`src/rtl/pc_unit_if.sv`:
```
// Program-counter control bus: load enable, source select, targets, and PC readback.
interface pc_unit_if;
    logic        LD;
    logic [1:0]  PCSEL;
    logic [15:0] OFFSET;
    logic [15:0] DIRECT;
    logic [15:0] PC_OUT;

    // Sequencer side: drives the next-PC controls and observes the PC.
    modport master (
        output LD,
        output PCSEL,
        output OFFSET,
        output DIRECT,
        input  PC_OUT
    );

    // PC side: consumes the controls and presents the current PC.
    modport slave (
        input  LD,
        input  PCSEL,
        input  OFFSET,
        input  DIRECT,
        output PC_OUT
    );
endinterface

```
`src/rtl/pc_unit.sv`:
```
// 16-bit program counter with increment, offset, direct and hold next-PC sources.

// Incrementer: D_IN + 1, wrapping modulo 2^16, no carry out.
module inc1 (
    input  logic [15:0] D_IN,
    output logic [15:0] D_OUT
);
    assign D_OUT = D_IN + 16'd1;
endmodule

// 4-to-1 16-bit multiplexer, every select code decoded.
module mux16_4to1 (
    input  logic [1:0]  SEL,
    input  logic [15:0] D_IN0,
    input  logic [15:0] D_IN1,
    input  logic [15:0] D_IN2,
    input  logic [15:0] D_IN3,
    output logic [15:0] D_OUT
);
    // Route the selected input to the output.
    always_comb begin
        D_OUT = D_IN0;
        case (SEL)
            2'b00:   D_OUT = D_IN0;
            2'b01:   D_OUT = D_IN1;
            2'b10:   D_OUT = D_IN2;
            2'b11:   D_OUT = D_IN3;
            default: D_OUT = D_IN0;
        endcase
    end
endmodule

// PC register fed by the next-PC multiplexer.
module pc_unit (
    input  logic     CLK,
    input  logic     RESET,
    pc_unit_if.slave bus
);
    logic [15:0] pc;
    logic [15:0] pc_inc;
    logic [15:0] pc_next;

    inc1 u_inc1 (
        .D_IN  (pc),
        .D_OUT (pc_inc)
    );

    mux16_4to1 u_mux (
        .SEL   (bus.PCSEL),
        .D_IN0 (pc_inc),
        .D_IN1 (bus.OFFSET),
        .D_IN2 (bus.DIRECT),
        .D_IN3 (pc),
        .D_OUT (pc_next)
    );

    // Synchronous reset to zero; otherwise load the selected source when LD is set.
    always_ff @(posedge CLK) begin
        if (RESET)
            pc <= '0;
        else if (bus.LD)
            pc <= pc_next;
    end

    assign bus.PC_OUT = pc;
endmodule

```
`src/flat_wrapper.sv`:
```
// flat-port wrapper written by rule: the top's interface ports become plain ports
module pc_unit_flat 
  (CLK, RESET, bus_LD, bus_PCSEL, bus_OFFSET, bus_DIRECT, bus_PC_OUT);
  pc_unit_if bus_i ();
  input  logic CLK;
  input  logic RESET;
  input wire logic [$bits(bus_i.LD)-1:0] bus_LD;
  input wire logic [$bits(bus_i.PCSEL)-1:0] bus_PCSEL;
  input wire logic [$bits(bus_i.OFFSET)-1:0] bus_OFFSET;
  input wire logic [$bits(bus_i.DIRECT)-1:0] bus_DIRECT;
  output wire logic [$bits(bus_i.PC_OUT)-1:0] bus_PC_OUT;
  assign bus_i.LD = bus_LD;
  assign bus_i.PCSEL = bus_PCSEL;
  assign bus_i.OFFSET = bus_OFFSET;
  assign bus_i.DIRECT = bus_DIRECT;
  assign bus_PC_OUT = bus_i.PC_OUT;
  pc_unit u_core (.CLK(CLK), .RESET(RESET), .bus(bus_i));
endmodule
```
`config.mk`:
```
export PLATFORM = sky130hd
export DESIGN_NAME = pc_unit_flat
export DESIGN_NICKNAME = d
export VERILOG_FILES = /design/src/rtl/pc_unit_if.sv /design/src/rtl/pc_unit.sv /design/src/flat_wrapper.sv
export SDC_FILE = /design/constraint.sdc
export NUM_CORES = 1
export LEC_CHECK = 0
export BUFFER_PORTS_ARGS = -buffer_cell sky130_fd_sc_hd__buf_2
export CAP_MARGIN = 40
export CORE_MARGIN = 2
export CORE_UTILIZATION = 40
export DETAILED_ROUTE_END_ITERATION = 10
export MAX_ROUTING_LAYER = met4
export PLACE_DENSITY_LB_ADDON = 0.1
export REMOVE_ABC_BUFFERS = 1
export SLEW_MARGIN = 40
export SYNTH_ARGS = -nofsm -noshare
export SYNTH_HDL_FRONTEND = slang
export SYNTH_SLANG_ARGS = --single-unit
```
`constraint.sdc`:
```
create_clock -name CLK -period 1.7 [get_ports CLK]
set_input_delay 0.34 -clock CLK [delete_from_list [all_inputs] [get_ports CLK]]
set_output_delay 0.34 -clock CLK [all_outputs]
set_load 0.05 [all_outputs]
```
==> metrics.txt, run 1 <==
Max-cap violations 0; Nets 259; asr flop ratio synth 0%; Syn Inst Count 145; first-pass GRT wire length ~6.1 mm; Finished Cell Area 0.001690 mm^2; Clock Skews 0.007682 ns; largest net degree at the start of global routing 17; violated checks DRC; crit end category register; antenna violations before repair 0; DR vias 1,497; Reg clk slew, reported paths 0.10 ns; Post-DP HPWL 2.962 mm; cts-stage hold buffer count 0; DRT Pass-1 Iters 7; CORE AREA between 0.002 and 0.003 mm^2; M1 wire length 1.729 mm; Max Freq 635.1 MHz; H-tree depth 1; Max stage delay on crit path 0.39 ns; CTS tree built; wire per inst 15.04 um; Avg Cell Area, Syn 8.301 um^2; WL met3 258 um; Distinct cells, synth 46; # resized after CTS 0; Final Cycle Share 92.63%; crit path kind register to register; Synth area leaders dfxtp_1 27%, a22oi_1 5.6%, ha_1 4.2%, nand4_1 4.2%, a22o_1 3.6%; final WL 3.716 mm; Synth area leader dfxtp_1; fraction of layout cells with a size suffix above 1 42.13%; Die Y-Extent 58.86 um; setup TNS 0 ns; vias per inst 6.061; PortBufs 52; #FFs+latches synth 16; starting density of the core 42.91%; die area 0.003464 mm^2; P_leak roughly 0.00073 uW; minimum clock period 1.575 ns; GRT overflow 0; worst slew pin tran about 0.33 ns; RSZ-0062 raised after global routing no; mapped cell area 0.001204 mm^2; Slowest cell on crit path or4_1; Critical Path, Cell by Cell ha_1, and4_4, nand2_2, or4_1, o211ai_1; dpl cell area 0.001668 mm^2; outcome finished with violations; Layout area overhead 40.44%; met2 WL roughly 1.7 mm; part of the Yosys area used for sequential elements 26.61%; DRC 2; worst skew pair latency 0.30 ns; vias in the first global route 1,342; warning count from the yosys run 0; IO Pins 53; clk buf depth 2; hold crit path type primary input to register; post-route ant nets 0; Max Slew Vio Count 0; Synth top area share a little over a quarter; n_diodes 0; final hold violations 0; Num CTS Buffers 3; Post-synth EDFFs 0; CP startpoint kind register; Final setup viols 0; max reg flops 16; chip width 58.86 um; Total GRT Usage around a quarter; Top FF cell, synth dfxtp_1; Max Used Layer met4; CTS sink cnt 16; Pwr per Cell Area approximately 600 mW/mm^2; setup bufs post-CTS 0; GPL Wtd Cong 0.9690; root buffer cell clkbuf_4; max_slew headroom 78.03%; row count 19; CP max FO 5; Detailed Route Iter0 Violations 75; Worst EP arrival 1.79 ns; VDD IR-drop max 0.3083 mV; Data required, critical path ~1.9 ns
[cell type report]
class                      instances  area, um^2
inverter                           4       15.01
sequential                        16       320.3
multi-input combinational        113       798.3
tap                               31       38.79
timing repair buffer              80       495.5
fill                             279        1115
clock buffer                       3       22.52
[cell families after synthesis]
logic type,count (synthesis),share of synthesized area [%]
AO/OA/AOI/OAI,54,33.78
XOR/XNOR,1,0.7278
adder cells (fa/ha/maj),4,4.158
buffers and inverters,16,7.068
flip-flops,16,26.61
multiplexers,3,2.599
AND/OR/NAND/NOR,51,25.05
[metrics by stage]
stage	hold WS, ns	util, %	worst slack, ns	power, uW	instances
global route	0.3897	60.26	0.05335	1071	247
finish	0.3637	60.26	0.1254	1018	247
CTS	0.3628	60.26	0.1288	1019	247
detailed placement	0.5300	59.46	-0.02481	815.0	244
global placement	0.5247	59.46	0.01483	807.9	244
floorplan	0.4024	-	-0.3143	640.4	133
[final timing paths]
| check | startpoint | end | slack [ns] | cells after the start |
|---|---|---|---|---|
| hold reg to reg | u_core.bus.PC_OUT[8]$_SDFFE_PP0P_ | u_core.bus.PC_OUT[8]$_SDFFE_PP0P_ | 0.55 | 2 |
| setup / recovery | u_core.bus.PC_OUT[1]$_SDFFE_PP0P_ | u_core.bus.PC_OUT[14]$_SDFFE_PP0P_ | 0.13 | 5 |
| setup reg to reg | u_core.bus.PC_OUT[1]$_SDFFE_PP0P_ | u_core.bus.PC_OUT[14]$_SDFFE_PP0P_ | 0.13 | 5 |
| hold / removal | RESET | u_core.bus.PC_OUT[2]$_SDFFE_PP0P_ | 0.36 | 2 |
[where the power goes]
| group | leakage [uW] | internal [uW] | switching, uW |
|---|---|---|---|
| Sequential | 0.000131 | 397 | 19.6 |
| Clock | 0.0000138 | 82.6 | 127 |
| Combinational | 0.000585 | 164 | 228 |
[worst max-delay path, delay by kind of cell, from the launching register on]
family | cells | cell delay, ns
AO/OA/AOI/OAI | 1 | 0.19
flip-flops | 1 | 0.34
adder cells (fa/ha/maj) | 1 | 0.23
AND/OR/NAND/NOR | 3 | 0.73
[synthesized netlist by cell type (2+ instances only)]
| cell type | instances |
|---|---|
| and4_1 | 2 |
| nand2b_1 | 4 |
| a221oi_1 | 4 |
| nand4_1 | 8 |
| nor3_1 | 3 |
| clkbuf_1 | 3 |
| a22o_1 | 5 |
| inv_1 | 4 |
| nor4_2 | 2 |
| o22ai_1 | 4 |
| nand2_1 | 8 |
| a22oi_1 | 9 |
| nand3_1 | 4 |
| o31ai_1 | 2 |
| nor4_1 | 4 |
| a211oi_1 | 4 |
| dfxtp_1 | 16 |
| nor2_1 | 8 |
| buf_2 | 4 |
| a21oi_1 | 7 |
| ha_1 | 4 |
| o211ai_1 | 2 |
| or3_1 | 2 |
| mux2i_1 | 2 |
| buf_4 | 3 |
| a221o_1 | 4 |
| o21ai_0 | 4 |
[placed cells by master, fill, tap and decap left out, types with 2 or more instances in the layout]
| cell type | instances |
|---|---|
| nor3_1 | 3 |
| dfxtp_1 | 16 |
| nand2b_1 | 4 |
| nand3_1 | 4 |
| inv_1 | 4 |
| and4_1 | 2 |
| a211oi_1 | 4 |
| mux2i_1 | 2 |
| o21ai_0 | 4 |
| or3_1 | 2 |
| a221o_1 | 4 |
| o211ai_1 | 2 |
| a22o_1 | 5 |
| a221oi_1 | 4 |
| a21oi_1 | 7 |
| nor4_1 | 4 |
| nor2_1 | 8 |
| o22ai_1 | 4 |
| o31ai_1 | 2 |
| buf_4 | 26 |
| nand2_1 | 8 |
| nand4_1 | 8 |
| buf_12 | 2 |
| clkbuf_4 | 3 |
| ha_1 | 4 |
| buf_2 | 52 |
| a22oi_1 | 9 |
| nor4_2 | 2 |
[metal layers]
metal  up-vias  track usage, %
met5         -               -
met4         0           9.091
met3         4           2.857
met2        56           36.03
met1       711           31.98
li1        726               -
No activity file was read; power rests on OpenSTA's default activity.
==> run 2, diff against run 1 <==
- BUFFER_PORTS_ARGS: -buffer_cell sky130_fd_sc_hd__buf_2 -> unset
- DONT_BUFFER_PORTS: unset -> 1
==> run 2 against run 1 <==
The flow still finishes with violations (DRC). Clock-buffer cell count grew 1. Clock skew shrank 0.0065 ns. Worst setup slack worse by 0.0065 ns. Power increased by 0.18%. Combinational power decreased by 14%. Clock power grew 29%. First-iteration DRC count decreased by 20%. Non-clock buffer count decreased by 44. Maximum frequency is 0.41% lower. Final cell count shrank 17%. Register-to-register slack barely moved. Critical path depth unchanged.
==> metrics.txt, run 2 (synthesis gave the netlist of run 1 again) <==
max reg flops 16 (unchanged); IO Pins 53 (unchanged); PortBufs 0 (-100%); Reg-to-Reg End u_core.bus.PC_OUT[14]$_SDFFE_PP0P_; starting density of the core 42.91% (unchanged); Clock Skews 0.001154 ns (-0.006529 ns); Finished Cell Area 0.001479 mm^2 (-13%); antenna violations before repair 0 (unchanged); switching power 364.2 uW (-2.8%); Num CTS Buffers 3 (unchanged); fraction of layout cells with a size suffix above 1 27.75% (-14 points); die area 0.003464 mm^2 (unchanged); worst slew pin tran 0.3066 ns (-0.02233 ns); RSZ-0062 raised after global routing no; DRT Pass-1 Iters 7 (unchanged); first-pass GRT wire length 6.003 mm (-1.8%); Hold Crit Endpoint u_core.bus.PC_OUT[15]$_SDFFE_PP0P_; Max stage delay on crit path 0.41 ns (+0.02 ns); commonest non-fill, non-tap cells in the layout 36 x buf_4, 16 x dfxtp_1, 9 x a22oi_1; critical path's top delay family simple AND/OR/NAND/NOR gates; GRT overflow 0 (unchanged); Max Freq 632.4 MHz (-0.41%); Crit. Startpoint u_core.bus.PC_OUT[1]$_SDFFE_PP0P_; GPL Wtd Cong 0.8333 (-14%); final hold violations 0 (unchanged); cts-stage hold buffer count 0 (unchanged); stages on the worst setup path 5 (unchanged); hold crit path type primary input to register; setup bufs post-CTS 0 (unchanged); chip width 58.86 um (unchanged); worst skew pair latency 0.30 ns (about the same); Detailed Route Iter0 Violations 60 (-20%); Worst Hold Launch RESET; CTS tree built; minimum clock period 1.581 ns (+0.006532 ns); final WL 3.672 mm (-1.2%); Final setup viols 0 (unchanged); dpl cell area 0.001443 mm^2 (-14%); Reg clk slew, reported paths 0.10 ns (about the same); Nets 215 (-17%); CP max FO 4 (-1); DR vias 1,315 (-12%); R2R depth 5 (unchanged); crit end category register; Pwr per Cell Area 689.9 mW/mm^2 (+15%); violated checks DRC; wire per inst 18.00 um (+20%); outcome finished with violations; clk buf depth 2 (unchanged); Worst EP arrival 1.82 ns (+0.03 ns); P_leak 0.0005485 uW (-25%); Hold Crit Depth 1 (-1); VDD IR-drop max 0.2830 mV (-8.2%); clock power share 26.4% (+5.8 points); Critical Path, Cell by Cell ha_1, and4_4, nand2_2, or4_1, o211ai_1; Pint 656.1 uW (+1.9%); Data required, critical path 1.93 ns (+0.02 ns); CORE AREA 0.002805 mm^2 (unchanged); # resized after CTS 0 (unchanged); row count 19 (unchanged); H-tree depth 1 (unchanged); setup TNS 0 ns (unchanged); largest net degree at the start of global routing 22 (+5); root buffer cell clkbuf_4; Max Slew Vio Count 0 (unchanged); crit path kind register to register; combinational fraction of design power 32.9% (-5.6 points); Layout fillers 287 (+2.9%); DRC 2 (unchanged); Die Y-Extent 58.86 um (unchanged); Slowest cell on crit path or4_1; CTS sink cnt 16 (unchanged); R2R Path Start u_core.bus.PC_OUT[1]$_SDFFE_PP0P_; switching share of power 35.70% (-1.1 points); CP startpoint kind register; Hold Worst Slack 0.08956 ns (-0.2741 ns); r2r setup slk 0.12 ns (about the same); vias in the first global route 1,319 (-1.7%); vias per inst 6.446 (+6.4%); max_slew headroom 79.37% (+1.3 points); post-route ant nets 0 (unchanged); n_diodes 0 (unchanged); Max-cap violations 0 (unchanged); Final Core Density 52.72% (-7.5 points); Layout area overhead 22.87%; Buf/Inv on CP 0 (unchanged); Final Cycle Share 93.01% (+0.38 points); Post-DP HPWL 2.872 mm (-3.1%); Total GRT Usage 23.49% (-0.17 points); commonest non-fill, non-tap cell in the layout buf_4; sequential share of power 40.7% (-0.2 points)
-- run 2: final cells by class --
class	instances	area [um^2]	area share, %
Timing Repair Buffer	36	270.3	18.27
Tap cell	31	38.79	2.623
Multi-Input combinational cell	113	798.3	53.98
Inverter	4	15.01	1.015
Sequential cell	16	320.3	21.66
Clock buffer	4	36.28	2.453
-- run 2: power groups by stage --
| stage | combinational (uW) | clock (uW) | sequential [uW] |
|---|---|---|---|
| floorplan | 131 | 0 | 509 |
| global placement | 331 | 0 | 422 |
| detailed placement | 334 | 0 | 423 |
| CTS | 335 | 271 | 415 |
| global route | 363 | 297 | 418 |
| finish | 336 | 270 | 415 |
-- run 2: worst max path at each step --
stage / to / slack, ns
6_report: u_core.bus.PC_OUT[14]$_SDFFE_PP0P_ / 0.12
5_1_grt: u_core.bus.PC_OUT[14]$_SDFFE_PP0P_ / 0.03
4_1_cts: u_core.bus.PC_OUT[14]$_SDFFE_PP0P_ / 0.11
3_5_place_dp: u_core.bus.PC_OUT[14]$_SDFFE_PP0P_ / 0.03
3_3_place_gp: u_core.bus.PC_OUT[14]$_SDFFE_PP0P_ / 0.09
2_1_floorplan: u_core.bus.PC_OUT[15]$_SDFFE_PP0P_ / -0.31
-- run 2: metal layers --
layer	part of all wire (%)	GRT usage, %	vias up
met1	43	27.81	612
met2	47	36.83	57
met5	0	-	-
met3	8.8	7.692	5
li1	-	-	641
met4	1.2	9.091	0
-- run 2: through the flow --
step	cells	total power, uW	setup slack, ns
after floorplan	133	640.4	-0.3143
after global placement	200	753.4	0.08957
after detailed placement	200	757.6	0.02654
after CTS	204	1021	0.1086
after global routing	204	1077	0.03049
final	204	1020	0.1188
==> run 3, diff against run 2 <==
- CORE_ASPECT_RATIO: unset -> 0.9
==> run 3 against run 2 <==
Register-to-register slack got worse by 0.02 ns. Critical path type unchanged. The run now ends clean. Maximum frequency fell by 1.4%. Final cell count up 0.98%. Non-clock buffer count fell by 6.
==> metrics.txt, run 3 (synthesis gave the netlist of run 1 again) <==
Layout area overhead 18.92%; Detailed Route Iter0 Violations 136 (+130%); max_slew headroom 67.40% (-12 points); worst slew pin tran 0.4889 ns (+0.1823 ns); Max Slew Vio Count 0 (unchanged); Data required, critical path 1.91 ns (-0.02 ns); CP max FO 5 (+1); VDD IR-drop max 0.3606 mV (+27%); commonest non-fill, non-tap cell in the layout buf_4; CP startpoint kind register; Finished Cell Area 0.001431 mm^2 (-3.2%); DR vias 1,292 (-1.7%); Reg clk slew, reported paths 0.10 ns (about the same); CTS sink cnt 16 (unchanged); final WL 3.718 mm (+1.3%); Total GRT Usage 22.94% (-0.55 points); PortBufs 0 (unchanged); Post-DP HPWL 2.881 mm (+0.31%); GRT overflow 0 (unchanged); Max-cap violations 0 (unchanged); CTS tree built; Max stage delay on crit path 0.35 ns (-0.06 ns); IO Pins 53 (unchanged); DRC 0 (-2); chip width 61.82 um (+5.0%); outcome completed; post-route ant nets 0 (unchanged); Pwr per Cell Area 663.4 mW/mm^2 (-3.8%); Worst EP arrival 1.81 ns (about the same); dpl cell area 0.001409 mm^2 (-2.3%); Tot Pwr 949.6 uW (-6.9%); n_diodes 0 (unchanged); minimum clock period 1.604 ns (+0.02300 ns); r2r setup slk 0.1 ns (-0.02 ns); vias in the first global route 1,210 (-8.3%); Max Freq 623.4 MHz (-1.4%); Placed Instances 203 (+1.5%); vias per inst 6.272 (-2.7%); commonest non-fill, non-tap cells in the layout 30 x buf_4, 16 x dfxtp_1, 9 x a22oi_1; Clock Skews 0.002502 ns (+0.001348 ns); max reg flops 16 (unchanged); first-pass GRT wire length 5.837 mm (-2.8%); # resized after CTS 0 (unchanged); setup TNS 0 ns (unchanged); worst skew pair latency 0.29 ns (about the same); Num CTS Buffers 3 (unchanged); Finished Layout Cells 206 (+0.98%); Final setup viols 0 (unchanged); starting density of the core 42.76% (-0.15 points); CORE AREA 0.002815 mm^2 (+0.36%); Final Cycle Share 94.36% (+1.4 points); Nets 209 (-2.8%); antenna violations before repair 0 (unchanged); P_leak 0.0005089 uW (-7.2%); setup bufs post-CTS 0 (unchanged); hold crit path type primary input to register; RSZ-0062 raised after global routing no; DRT Pass-1 Iters 4 (-3); crit end category register; Slowest cell on crit path dfxtp_1; wire per inst 18.05 um (+0.27%); H-tree depth 1 (unchanged); crit path kind register to register; Die Y-Extent 56.04 um (-4.8%); fraction of layout cells with a size suffix above 1 24.70% (-3.0 points); final hold violations 0 (unchanged); clk buf depth 2 (unchanged); cts-stage hold buffer count 0 (unchanged); largest net degree at the start of global routing 22 (unchanged); die area 0.003464 mm^2 (about the same); row count 18 (-1); Critical Path, Cell by Cell ha_1, and4_4, nand4_1, o31a_1, o32ai_1; GPL Wtd Cong 0.8579 (+3.0%); root buffer cell clkbuf_4
==> run 3: cell count changes in the layout (fill, tap and decap cells not counted), sizes merged <==
cell and delta:
buf -6, clkbuf -1
==> run 3: through the flow <==
step	hold slack, ns	util [%]	setup WS (ns)
2_1_floorplan	0.4024	-	-0.3143
3_3_place_gp	0.4063	50.04	0.1209
3_5_place_dp	0.4065	50.04	0.09677
4_1_cts	0.08768	50.84	0.1123
5_1_grt	0.07950	50.84	0.02438
6_report	0.1019	50.84	0.09583
==> run 3: layer usage <==
layer	GRT usage (%)	up-vias	routed length, um
met4	3.647	0	25
met1	30.73	595	1655
li1	-	629	-
met5	-	-	0
met2	35.49	64	1723
met3	5.349	4	313
==> run 3: layout make-up <==
cell class / count / area, um^2
timing repair buffer: 30 / 225.2
inverter: 4 / 15.01
tap: 40 / 50.05
fill: 280 / 1384
multi-input combinational: 113 / 798.3
clock buffer: 3 / 22.52
sequential: 16 / 320.3
==> run 3: power breakdown <==
part,internal (uW),leakage [uW],switching [uW]
Sequential,397,0.000131,20.0
Combinational,118,0.000365,202
Clock,82.5,0.0000138,130
==> run 3: path summary, 6_finish.rpt <==
check,start,to,cells after the start
setup / recovery,u_core.bus.PC_OUT[0]$_SDFFE_PP0P_,u_core.bus.PC_OUT[8]$_SDFFE_PP0P_,5
hold / removal,RESET,u_core.bus.PC_OUT[15]$_SDFFE_PP0P_,1
setup reg to reg,u_core.bus.PC_OUT[0]$_SDFFE_PP0P_,u_core.bus.PC_OUT[8]$_SDFFE_PP0P_,5
hold reg to reg,u_core.bus.PC_OUT[12]$_SDFFE_PP0P_,u_core.bus.PC_OUT[12]$_SDFFE_PP0P_,2
==> run 3: worst max-delay path, delay by kind of cell (launching register included) <==
| family | cells | cell delay (ns) |
|---|---|---|
| AOI/OAI and AO/OA | 2 | 0.47 |
| adders and majority gates | 1 | 0.26 |
| DFF | 1 | 0.35 |
| and+or+nand+nor | 2 | 0.44 |
